===== src/rtl/arith_pkg.sv =====
// Shared arithmetic definitions: serial subtractor state encoding and default width.
package arith_pkg;

  localparam int SUB_WIDTH = 8;

  typedef enum logic [1:0] {
    SUB_IDLE  = 2'd0,
    SUB_SHIFT = 2'd1,
    SUB_DONE  = 2'd2
  } sub_state_e;

endpackage


===== src/rtl/serial_subtractor_if.sv =====
// Request/result valid-ready bundle for the bit-serial subtractor.
interface serial_subtractor_if
  import arith_pkg::*;
#(
  parameter int WIDTH = SUB_WIDTH
);
  logic             in_valid;
  logic             in_ready;
  logic [WIDTH-1:0] a;
  logic [WIDTH-1:0] b;
  logic             out_valid;
  logic             out_ready;
  logic [WIDTH-1:0] diff;
  logic             borrow;
  logic             overflow;

  modport master (
    output in_valid, a, b, out_ready,
    input  in_ready, out_valid, diff, borrow, overflow
  );

  modport slave (
    input  in_valid, a, b, out_ready,
    output in_ready, out_valid, diff, borrow, overflow
  );
endinterface


===== src/rtl/full_adder.sv =====
// Single-bit full adder cell.
module full_adder (
  input  logic in1,
  input  logic in2,
  input  logic cin,
  output logic sum,
  output logic cout
);
  assign sum  = in1 ^ in2 ^ cin;
  assign cout = (in1 & in2) | (in1 & cin) | (in2 & cin);
endmodule


===== src/rtl/serial_subtractor.sv =====
// Bit-serial two's-complement subtractor, LSB first, one full_adder reused each cycle.
module serial_subtractor
  import arith_pkg::*;
#(
  parameter int WIDTH = SUB_WIDTH
) (
  input logic          clk,
  input logic          rst_n,
  serial_subtractor_if.slave bus
);
  localparam int CNT_W = (WIDTH > 1) ? $clog2(WIDTH) : 1;

  sub_state_e       state_q, state_d;
  logic [WIDTH-1:0] a_sr, b_sr, res, res_next;
  logic [WIDTH-1:0] diff_q;
  logic             borrow_q, overflow_q;
  logic             carry;
  logic [CNT_W-1:0] cnt;
  logic             sum, cout;
  logic             accept, last;

  // a + ~b + 1: the initial carry of 1 supplies the +1, cout means "no borrow"
  full_adder u_fa (
    .in1  (a_sr[0]),
    .in2  (~b_sr[0]),
    .cin  (carry),
    .sum  (sum),
    .cout (cout)
  );

  generate
    if (WIDTH == 1) begin : g_res1
      assign res_next = sum;
    end else begin : g_resn
      assign res_next = {sum, res[WIDTH-1:1]};
    end
  endgenerate

  assign accept = (state_q == SUB_IDLE) && bus.in_valid;
  assign last   = (cnt == CNT_W'(WIDTH - 1));

  always_ff @(posedge clk or negedge rst_n) begin
    if (!rst_n) state_q <= SUB_IDLE;
    else        state_q <= state_d;
  end

  always_comb begin
    state_d = state_q;
    unique case (state_q)
      SUB_IDLE:  if (bus.in_valid)  state_d = SUB_SHIFT;
      SUB_SHIFT: if (last)          state_d = SUB_DONE;
      SUB_DONE:  if (bus.out_ready) state_d = SUB_IDLE;
      default:                      state_d = SUB_IDLE;
    endcase
  end

  always_ff @(posedge clk or negedge rst_n) begin
    if (!rst_n) begin
      a_sr       <= '0;
      b_sr       <= '0;
      res        <= '0;
      carry      <= 1'b0;
      cnt        <= '0;
      diff_q     <= '0;
      borrow_q   <= 1'b0;
      overflow_q <= 1'b0;
    end else if (accept) begin
      a_sr  <= bus.a;
      b_sr  <= bus.b;
      carry <= 1'b1;
      cnt   <= '0;
    end else if (state_q == SUB_SHIFT) begin
      a_sr  <= a_sr >> 1;
      b_sr  <= b_sr >> 1;
      res   <= res_next;
      carry <= cout;
      cnt   <= cnt + CNT_W'(1);
      // result outputs hold the previous operation until this one completes
      if (last) begin
        diff_q     <= res_next;
        borrow_q   <= ~cout;
        overflow_q <= carry ^ cout;
      end
    end
  end

  assign bus.in_ready  = (state_q == SUB_IDLE);
  assign bus.out_valid = (state_q == SUB_DONE);
  assign bus.diff      = diff_q;
  assign bus.borrow    = borrow_q;
  assign bus.overflow  = overflow_q;
endmodule


===== src/flat_wrapper.sv =====
// flat-port wrapper written by rule: the top's interface ports become plain ports
module serial_subtractor_flat import arith_pkg::*;
#(
  parameter int WIDTH = SUB_WIDTH
)
  (clk, rst_n, bus_in_valid, bus_a, bus_b, bus_out_ready, bus_in_ready, bus_out_valid, bus_diff, bus_borrow, bus_overflow);
  serial_subtractor_if #(.WIDTH(WIDTH)) bus_i ();
  input logic clk;
  input logic rst_n;
  input wire logic [$bits(bus_i.in_valid)-1:0] bus_in_valid;
  input wire logic [$bits(bus_i.a)-1:0] bus_a;
  input wire logic [$bits(bus_i.b)-1:0] bus_b;
  input wire logic [$bits(bus_i.out_ready)-1:0] bus_out_ready;
  output wire logic [$bits(bus_i.in_ready)-1:0] bus_in_ready;
  output wire logic [$bits(bus_i.out_valid)-1:0] bus_out_valid;
  output wire logic [$bits(bus_i.diff)-1:0] bus_diff;
  output wire logic [$bits(bus_i.borrow)-1:0] bus_borrow;
  output wire logic [$bits(bus_i.overflow)-1:0] bus_overflow;
  assign bus_i.in_valid = bus_in_valid;
  assign bus_i.a = bus_a;
  assign bus_i.b = bus_b;
  assign bus_i.out_ready = bus_out_ready;
  assign bus_in_ready = bus_i.in_ready;
  assign bus_out_valid = bus_i.out_valid;
  assign bus_diff = bus_i.diff;
  assign bus_borrow = bus_i.borrow;
  assign bus_overflow = bus_i.overflow;
  serial_subtractor #(.WIDTH(WIDTH)) u_core (.clk(clk), .rst_n(rst_n), .bus(bus_i));
endmodule

===== config.mk =====
export PLATFORM = sky130hd
export DESIGN_NAME = serial_subtractor_flat
export DESIGN_NICKNAME = d
export VERILOG_FILES = /design/src/rtl/arith_pkg.sv /design/src/rtl/serial_subtractor_if.sv /design/src/rtl/full_adder.sv /design/src/rtl/serial_subtractor.sv /design/src/flat_wrapper.sv
export SDC_FILE = /design/constraint.sdc
export NUM_CORES = 1
export LEC_CHECK = 0
export CAP_MARGIN = 20
export CORE_ASPECT_RATIO = 0.7
export CORE_MARGIN = 4
export CORE_UTILIZATION = 30
export DETAILED_ROUTE_END_ITERATION = 10
export GPL_TIMING_DRIVEN = 0
export PLACE_DENSITY = 0.61
export SYNTH_ARGS = -nofsm -noshare
export SYNTH_HDL_FRONTEND = slang
export SYNTH_SLANG_ARGS = --single-unit

===== constraint.sdc =====
create_clock -name clk -period 3.2 [get_ports clk]
set_clock_uncertainty 0.15 [all_clocks]
set_input_delay 0.64 -clock clk [delete_from_list [all_inputs] [get_ports clk]]
set_output_delay 0.64 -clock clk [all_outputs]
set_load 0.01 [all_outputs]

Word-level counts from Yosys, hierarchy flattened:

Cells that the tools add are included.

* input port bits: 20
* output and inout bits: 12
* register bits after elaboration: 40

* reductions and logical operators: 6
* equality and inequality tests: 6
* muxes and demuxes: 12
* add/sub/neg operators: 1
* bitwise logic cells: 11

Operators by type and width (number)
* $mux 8: 4
* $mux 2: 3
* $mux 3: 2
* $pmux 2 s3: 1
* $reduce_and 3->1: 2
* $ne 2x2->1 const B: 2
* $add 3x1->3 const B: 1
* $and 1x1->1: 3
* $eq 3x3->1 const B: 1
* $not 1->1: 3
* $xor 1x1->1: 3
* $eq 2x1->1 const B: 1
* $eq 2x2->1 const B: 1
* $logic_not 2->1: 1
* $mux 1: 2
* $ne 2x1->1 const B: 1
* $or 1x1->1: 2
* $reduce_and 2->1: 1
* $reduce_bool 2->1: 1
* $logic_and 1x1->1: 1

Longest topological paths before layout:

Gate-level depths: netlist of the first run.

* depth after elaboration: 6
* gate-level depth with buffers: 6
* gate-level depth less buffers: 5

Cells and area by module:

Synthesis of the first run repeated with hierarchy kept, for this count alone.

* cell total of the unflattened synthesis: 148
* area, all modules: 1757.9 um^2

By module, submodules not included
* serial_subtractor: cells each 147, times used 1, area an instance 1737.9 um^2
* full_adder: cells each 1, times used 1, area an instance 20.0 um^2

Worst setup path after synthesis of the first run:

Ideal clock, no wire load.

* path kind: register to output
* start: reg u_core.state_q[1]
* end: out bus_out_valid
* data arrival time: 0.941 ns
* cell stages (with the launch flop): 5
* buffers on the path: 2
* path slack: 1.469 ns
* required time: 2.410 ns
* cell sequence: dfrtp_1 -> buf_6 -> clkinv_1 -> buf_2 -> nor2_1

* word-level cells in the longest chain between the ends: 1

Ends and longest elaborated chain
* from (decl): line serial_subtractor.sv:13 `sub_state_e state_q, state_d;`
* from (signal assigned): line serial_subtractor.sv:44 `else state_q <= state_d;`
* $eq 2x2->1: line serial_subtractor.sv:88 `assign bus.out_valid = (state_q == SUB_DONE);`
* to (decl): line flat_wrapper.sv:15 `output wire logic [$bits(bus_i.out_valid)-1:0] bus_out_valid;`

No other way between the ends.

Worst setup path after layout of the first run:

Same ends and word-level chain as after synthesis.

==> out/qor.csv, run 1 <==
metric;value;unit
Setup Buffers After CTS;0;
grt ovf;0;
CTS Hold Buffers Added;0;
drt drc;0;
TritonCTS Sinks;39;
flops & latches, synth;39;
Total Wirelength;3.64;mm
DRT Pass-1 Iters;4;
Die ar.;7120;µm²
Worst EP arrival;1.89;ns
RSZ-0062 raised after global routing;false;
Sw Share;0.332;
worst ir drop on vdd;234;µV
Power Dens Cells;966;nW/µm²
vias;1217;
Final Hold Slack;0.321;ns
Iteration-0 DRC Markers;56;
Period minus WS final;2.68;ns
Placer Congestion;0.741;
initial core utilization;0.322;
setup TNS;0;ns
Flop pwr share;0.421;
worst path required time;2.41;ns
worst hold path class;in2async;
Crit Path Category;reg2out;
Warnings, synthesis;0;
Mapped Area;1750;µm²
clock latency on the worst-skew pair;0.28;ns
GRT Overall Usage;0.116;
pin count of the biggest net entering global routing;40;
Finished Layout Cells;250;
Leak Pwr;0.000942;µW
CORE AREA;5420;µm²
Bufs on Longest Clock Path;2;
FP Rows;22;
post-CTS sizing;0;
fraction of layout cells with a size suffix above 1;0.180;
Overall Power;2130;µW
cells after synthesis;142;
vias in the first global route;1293;
CP endpoint kind;primary output;
CTS root buf;clkbuf_8;
internal power;1420;µW
register area share after synthesis;0.559;
number of CTS-inserted buffers;5;
worst-margin pin slew;0.858;ns
first-pass GRT wire length;6.51;mm
sw power;707;µW
Chip Height;71.8;µm
status;completed;
vias per inst;4.87;
IO Port Bufs;30;
Post-layout nets;202;
Diodes inserted;0;
worst slew margin relative to its limit;0.428;
Startpoint Class;flip-flop;
post-synth cell types;25;
clock slew at reported path FFs;0.07;ns
Placed Cells;244;
Avg Cell Area, Syn;12.3;µm²
CTS tree;built;
crit path max fanout;10;
synth-to-layout area growth;26.2;%
fin. max-slew vios;0;
io pins;32;
Chip Width;99.2;µm
syn nets;165;
DRT antenna net count;0;
Max Cap Viol;0;
final setup fails;0;
Fmax;374;MHz
Fin. Hold Viols;0;
DR WL/cell;14.6;µm
antenna violations before repair;0;
dpl hpwl;2.55;mm
Clock power frac;0.140;
Comb power frac;0.440;
htree depth;2;
Final Cycle Share;0.836;
==> cell type report <==
cell class	count	area, µm²
buffer	11	92.6
clock buffer	6	72.6
fill	516	3220
inverter	4	15.0
multi-input combinational	88	662
sequential	39	976
tap	72	90.1
timing repair buffer	30	295
==> logic make-up (layout without fill, tap and decap cells) <==
logic type                 count (synthesis)  count (layout)  share of synthesized area
adders and majority gates                  3               3                     0.0258
muxes                                     15              15                      0.116
AOI/OAI and AO/OA                         56              56                      0.186
buffers and inverters                     15              51                     0.0616
and+or+nand+nor                           13              13                     0.0459
xor gates and xnor gates                   1               1                    0.00502
DFF                                       39              39                      0.559
==> worst max-delay path, cell delays in order, from the launching register on <==
cell	delay (ns)
dfrtp_1	0.34
buf_6	0.13
clkinv_1	0.20
buf_2	0.26
nor2_1	0.13
clkdlybuf4s50_1	0.55
==> synth_stat cells (all sizes together) <==
master   n  share of area
o31ai    1         0.0043
nand3b   1          0.011
a21oi   16          0.046
buf     10          0.051
inv      3         0.0065
nand2b   2          0.011
o22ai   28           0.10
nand2    4         0.0086
dfrtp   39           0.56
nor2     5          0.011
clkinv   1         0.0021
a22o     2          0.010
ha       2          0.014
xnor2    1         0.0050
clkbuf   1         0.0021
nor2b    1         0.0036
fa       1          0.011
o21ai    9          0.026
mux2    15           0.12
==> power by group through the flow <==
stage / registers, µW / clock network [µW] / logic (µW)
3_5_place_dp: 903 / 0 / 946
5_1_grt: 928 / 334 / 1050
4_1_cts: 895 / 309 / 949
2_1_floorplan: 893 / 0 / 642
6_report: 895 / 298 / 936
3_3_place_gp: 898 / 0 / 926
==> placed cells by master (no fill, tap or decap) <==
master / count
fa_1: 1
nor2_1: 5
o22ai_1: 28
a22o_1: 2
xnor2_1: 1
dfrtp_1: 39
o31ai_1: 1
clkbuf_1: 2
nand3b_4: 1
nor2b_1: 1
buf_8: 1
mux2_4: 9
buf_4: 2
clkdlybuf4s50_1: 29
ha_1: 2
a21oi_1: 16
nand2b_1: 1
o21ai_0: 9
clkbuf_8: 5
buf_1: 1
nand2b_4: 1
inv_1: 3
buf_6: 4
mux2_2: 6
nand2_1: 4
clkinv_1: 1
buf_2: 3
==> routing by layer <==
layer / track usage / vias to the layer above / routed length [µm]
li1: - / 597 / -
met1: 0.171 / 584 / 1940
met2: 0.154 / 34 / 1470
met3: 0.0428 / 2 / 215
met4: 0.0364 / 0 / 13
met5: 0 / - / 0
==> state kept, by name, summed over array words and instances, names as in the netlist <==
signal	flops
u_core.b_sr	8
u_core.bus.borrow	1
u_core.bus.diff	8
u_core.cnt	3
u_core.carry	1
u_core.res	7
u_core.bus.overflow	1
u_core.a_sr	8
u_core.state_q	2
==> stage by stage <==
stage,utilization,cell area (µm²),worst slack [ns]
2_1_floorplan,-,1750,1.47
3_3_place_gp,0.394,2140,0.377
3_5_place_dp,0.393,2130,0.813
4_1_cts,0.406,2200,0.500
5_1_grt,0.406,2200,0.394
6_report,0.406,2200,0.524
==> path summary, 6_finish.rpt <==
| check | startpoint | end | slack, ns | cells after the start |
|---|---|---|---|---|
| worst max register to register | u_core.cnt[0] | u_core.bus.diff[4] | 1.52 | 5 |
| min in group clk | u_core.bus.overflow | u_core.bus.overflow | 0.34 | 2 |
| worst max-delay path | u_core.state_q[1] | bus_out_valid | 0.52 | 5 |
| worst min register to register | u_core.bus.overflow | u_core.bus.overflow | 0.34 | 2 |
| max in group asynchronous | rst_n | u_core.b_sr[1] | 2.05 | 1 |
| worst min-delay path | rst_n | u_core.bus.diff[1] | 0.32 | 1 |
(Power assumes the default switching activity.)
==> run 2: changes to the inputs <==
clock period = 2.6 ns   (was 3.2 ns; I/O delays follow)
==> run 2 against run 1 <==
Effect of this change:
- die area unchanged
- clock power is 23% higher
- combinational power is 24% higher
- critical path type unchanged
- worst hold slack worse by 0.12 ns
- setup slack got worse by 0.39 ns
- final cell count is the same
==> out/qor.csv, run 2 (synthesis gave the netlist of run 1 again) <==
metric;value;unit
Placer Congestion;0.741;
drt drc;0;
Chip Height;71.8;µm
R2R cell count;5;
Fin. Hold Viols;0;
worst ir drop on vdd;291;µV
Final Cycle Share;0.949;
worst slew margin relative to its limit;0.428;
Critical Path, Cell by Cell;buf_6 -> clkinvlp_4 -> buf_4 -> nor2_1 -> clkdlybuf4s50_1;
clock latency on the worst-skew pair;0.28;ns
cell family with most CP delay;buffers and inverters;
Die ar.;7120;µm²
antenna violations before repair;0;
IO Port Bufs;30;
number of CTS-inserted buffers;5;
vias;1217;
most frequent cells in the layout;dfrtp_1 (39), clkdlybuf4s50_1 (29), o22ai_1 (28), a21oi_1 (16);
clock slew at reported path FFs;0.07;ns
commonest non-fill, non-tap cell in the layout;dfrtp_1;
DRT Pass-1 Iters;4;
Fmax;405;MHz
CORE AREA;5420;µm²
CTS root buf;clkbuf_8;
DR WL/cell;14.6;µm
Final Hold Slack;0.201;ns
Iteration-0 DRC Markers;56;
Diodes inserted;0;
fin. max-slew vios;0;
GRT Overall Usage;0.116;
RSZ-0062 raised after global routing;false;
CTS Hold Buffers Added;0;
slowest stage delay, CP;0.55;ns
post-CTS sizing;0;
final setup fails;0;
dpl ws;0.333;ns
worst path buffer plus inverter count;4;
status;completed;
final worst slack;0.134;ns
initial core utilization;0.322;
Power Dens Cells;1190;nW/µm²
io pins;32;
TritonCTS Sinks;39;
Period minus WS final;2.47;ns
utilization after layout;0.407;
vias in the first global route;1293;
worst path required time;1.93;ns
Chip Width;99.2;µm
fraction of layout cells with a size suffix above 1;0.185;
reg-to-reg startpoint;u_core.cnt[0];
Bufs on Longest Clock Path;2;
Worst EP arrival;1.80;ns
setup slack, reg-to-reg;0.92;ns
setup TNS;0;ns
Total Wirelength;3.65;mm
Max Cap Viol;0;
Overall Power;2630;µW
crit path max fanout;10;
Startpoint Class;flip-flop;
dpl hpwl;2.55;mm
CTS tree;built;
vias per inst;4.87;
worst-margin pin slew;0.858;ns
htree depth;2;
Crit Path Category;reg2out;
FP Rows;22;
Leak Pwr;0.000944;µW
synth-to-layout area growth;26.6;%
grt ovf;0;
fillers;514;
Post-layout nets;202;
DRT antenna net count;0;
pin count of the biggest net entering global routing;40;
Crit-path slowest cell;clkdlybuf4s50_1;
Worst R2R End;u_core.bus.diff[4];
worst hold path class;in2async;
Setup Buffers After CTS;0;
CP endpoint kind;primary output;
first-pass GRT wire length;6.51;mm
## run 2: cell types whose count changed in the layout (fill, tap and decap cells not counted)
cell        before  now
buf_2            3    2
buf_4            2    3
clkinv_1         1    0
clkinvlp_4       0    1
## run 2: worst reg2reg max path: cells and delay by family, from the launching register on
family | cells | cell delay (ns)
flip-flops | 1 | 0.40
adder cells (fa/ha/maj) | 2 | 0.42
multiplexers | 1 | 0.31
buffers and inverters | 1 | 0.17
AND/OR/NAND/NOR | 1 | 0.12
## run 2: area by class of cell
| class | instances | area, µm² | area share |
|---|---|---|---|
| Clock buffer | 6 | 72.6 | 0.0328 |
| Sequential cell | 39 | 976 | 0.442 |
| Timing Repair Buffer | 30 | 295 | 0.134 |
| Multi-Input combinational cell | 88 | 662 | 0.300 |
| Tap cell | 72 | 90.1 | 0.0408 |
| Buffer | 11 | 95.1 | 0.0430 |
| Inverter | 4 | 18.8 | 0.00849 |
## run 2: worst max-delay path by stage
stage / from / to / depth (start not counted)
2_1_floorplan: u_core.state_q[1] / bus_out_valid / 4
3_3_place_gp: rst_n / u_core.a_sr[2] / 1
3_5_place_dp: u_core.state_q[1] / bus_out_valid / 5
4_1_cts: u_core.state_q[1] / bus_out_valid / 5
5_1_grt: u_core.state_q[1] / bus_out_valid / 5
6_report: u_core.state_q[1] / bus_out_valid / 5
## run 2: where the power goes
| group | switching [µW] | total, µW | internal, µW |
|---|---|---|---|
| clock | 188 | 366 | 179 |
| sequential | 201 | 1100 | 900 |
| combinational | 484 | 1160 | 674 |
| total | 873 | 2630 | 1750 |
## run 2: per-stage QoR
step	std cells	instance area (µm²)
after detailed placement	244	2130
after floorplan	142	1750
after CTS	250	2200
final	250	2210
after global routing	250	2210
after global placement	244	2140
## run 2: layer usage
metal,global-route usage,share of wire
met1,0.171,0.53
met2,0.154,0.40
met3,0.0428,0.060
met4,0.0364,0.0036
met5,0,0
==> run 3: changes to the inputs <==
DONT_BUFFER_PORTS = 1   (was default)
PLACE_DENSITY = 0.54   (was 0.61)
==> run 3 against run 2 <==
Effect of this change:
- worst hold slack worse by 0.042 ns
- via count down 5.0%
- final cell count down 10%
- critical path type unchanged
==> out/qor.csv, run 3 (synthesis gave the netlist of run 1 again) <==
metric;value;unit
worst slew margin relative to its limit;0.593;
CP endpoint kind;primary output;
Fmax;478;MHz
Crit-path slowest cell;dfrtp_1;
Power Dens Cells;1300;nW/µm²
Startpoint Class;flip-flop;
Fin. Hold Viols;0;
DRT antenna net count;0;
Post-layout nets;174;
worst-margin pin slew;0.604;ns
synth-to-layout area growth;12.6;%
initial core utilization;0.322;
TritonCTS Sinks;39;
Leak Pwr;0.000855;µW
clock latency on the worst-skew pair;0.29;ns
GRT Overall Usage;0.110;
Flop pwr share;0.454;
worst hold path class;in2reg;
setup TNS;0;ns
DR WL/cell;16.7;µm
number of CTS-inserted buffers;5;
Diodes inserted;0;
Iteration-0 DRC Markers;51;
CTS root buf;clkbuf_8;
grt ovf;0;
sw power;895;µW
vias per inst;5.16;
commonest non-fill, non-tap cell in the layout;dfrtp_1;
DRT Pass-1 Iters;4;
IO Port Bufs;0;
drt drc;0;
Max Cap Viol;0;
Bufs on Longest Clock Path;2;
utilization after layout;0.362;
Total Wirelength;3.74;mm
vias in the first global route;1213;
FP Rows;22;
CTS tree;built;
clock slew at reported path FFs;0.07;ns
Chip Height;71.8;µm
fin. max-slew vios;0;
slowest stage delay, CP;0.34;ns
RSZ-0062 raised after global routing;false;
Chip Width;99.2;µm
dpl hpwl;2.63;mm
status;completed;
Finished Layout Cells;224;
Sw Share;0.350;
first-pass GRT wire length;6.16;mm
worst ir drop on vdd;350;µV
Placed Cells;214;
internal power;1660;µW
antenna violations before repair;0;
Placer Congestion;0.781;
io pins;32;
vias;1156;
worst path required time;1.93;ns
pin count of the biggest net entering global routing;40;
Critical Path, Cell by Cell;buf_6 -> clkinv_1 -> buf_2 -> nor2_1;
crit path max fanout;10;
most frequent cells in the layout;dfrtp_1 (39), o22ai_1 (28), a21oi_1 (16), mux2_4 (9), o21ai_0 (9);
fraction of layout cells with a size suffix above 1;0.224;
Final Cycle Share;0.804;
Crit Path Category;reg2out;
Period minus WS final;2.09;ns
Comb power frac;0.371;
htree depth;2;
Clock power frac;0.176;
Die ar.;7120;µm²
final worst slack;0.510;ns
Worst EP arrival;1.42;ns
final setup fails;0;
CORE AREA;5420;µm²
dpl ws;0.837;ns
-- run 3: cell type report --
| cell class | instances | area, µm² |
|---|---|---|
| timing repair buffer | 2 | 30.0 |
| fill | 525 | 3460 |
| tap | 72 | 90.1 |
| inverter | 4 | 15.0 |
| buffer | 11 | 92.6 |
| multi-input combinational | 88 | 662 |
| clock buffer | 8 | 100 |
| sequential | 39 | 976 |
-- run 3: critical path, delay by kind of cell, from the launching register on --
kind                   cells  cell delay (ns)
flip-flops                 1             0.34
AND/OR/NAND/NOR            1             0.21
buffers and inverters      3             0.57
-- run 3: worst paths after layout --
kind | start | endpoint | slack, ns | cells after the start
worst max-delay path | u_core.state_q[1] | bus_out_valid | 0.51 | 4
worst min-delay path | bus_out_ready | u_core.state_q[1] | 0.16 | 1
worst max register to register | u_core.cnt[0] | u_core.bus.diff[5] | 0.93 | 5
worst min register to register | u_core.cnt[1] | u_core.cnt[1] | 0.37 | 1
max in group asynchronous | rst_n | u_core.res[4] | 1.56 | 2
min in group asynchronous | rst_n | u_core.cnt[1] | 0.55 | 2
-- run 3: timing repair --
action                                  in CTS  in global routing
hold endpoints to repair                    39                  0
endpoints found under the setup margin       0                  0
buffers inserted                             0                  0
resized for setup                            0                  0
hold buffers                                 2                  0
-- run 3: power groups by stage --
stage | sequential, µW | combinational [µW] | clock (µW)
2_1_floorplan | 1100 | 790 | 0
3_3_place_gp | 1150 | 898 | 0
3_5_place_dp | 1180 | 936 | 0
4_1_cts | 1160 | 960 | 463
5_1_grt | 1200 | 1050 | 488
6_report | 1160 | 949 | 450
-- run 3: layer usage --
layer  vias to the layer above  track usage  routed length (µm)
met5                         -            0                   0
met4                         0       0.0636                  77
met3                         7       0.0311                 153
met2                        22        0.170                1760
met1                       587        0.137                1760
li1                        540            -                   -
-- run 3: metrics by stage --
| step | total power, µW | hold slack, ns | instance area (µm²) |
|---|---|---|---|
| floorplan | 1890 | 0.0744 | 1750 |
| global placement | 2050 | 0.0753 | 1840 |
| detailed placement | 2110 | 0.0751 | 1840 |
| CTS | 2590 | 0.149 | 1970 |
| global route | 2740 | 0.157 | 1970 |
| finish | 2560 | 0.159 | 1970 |
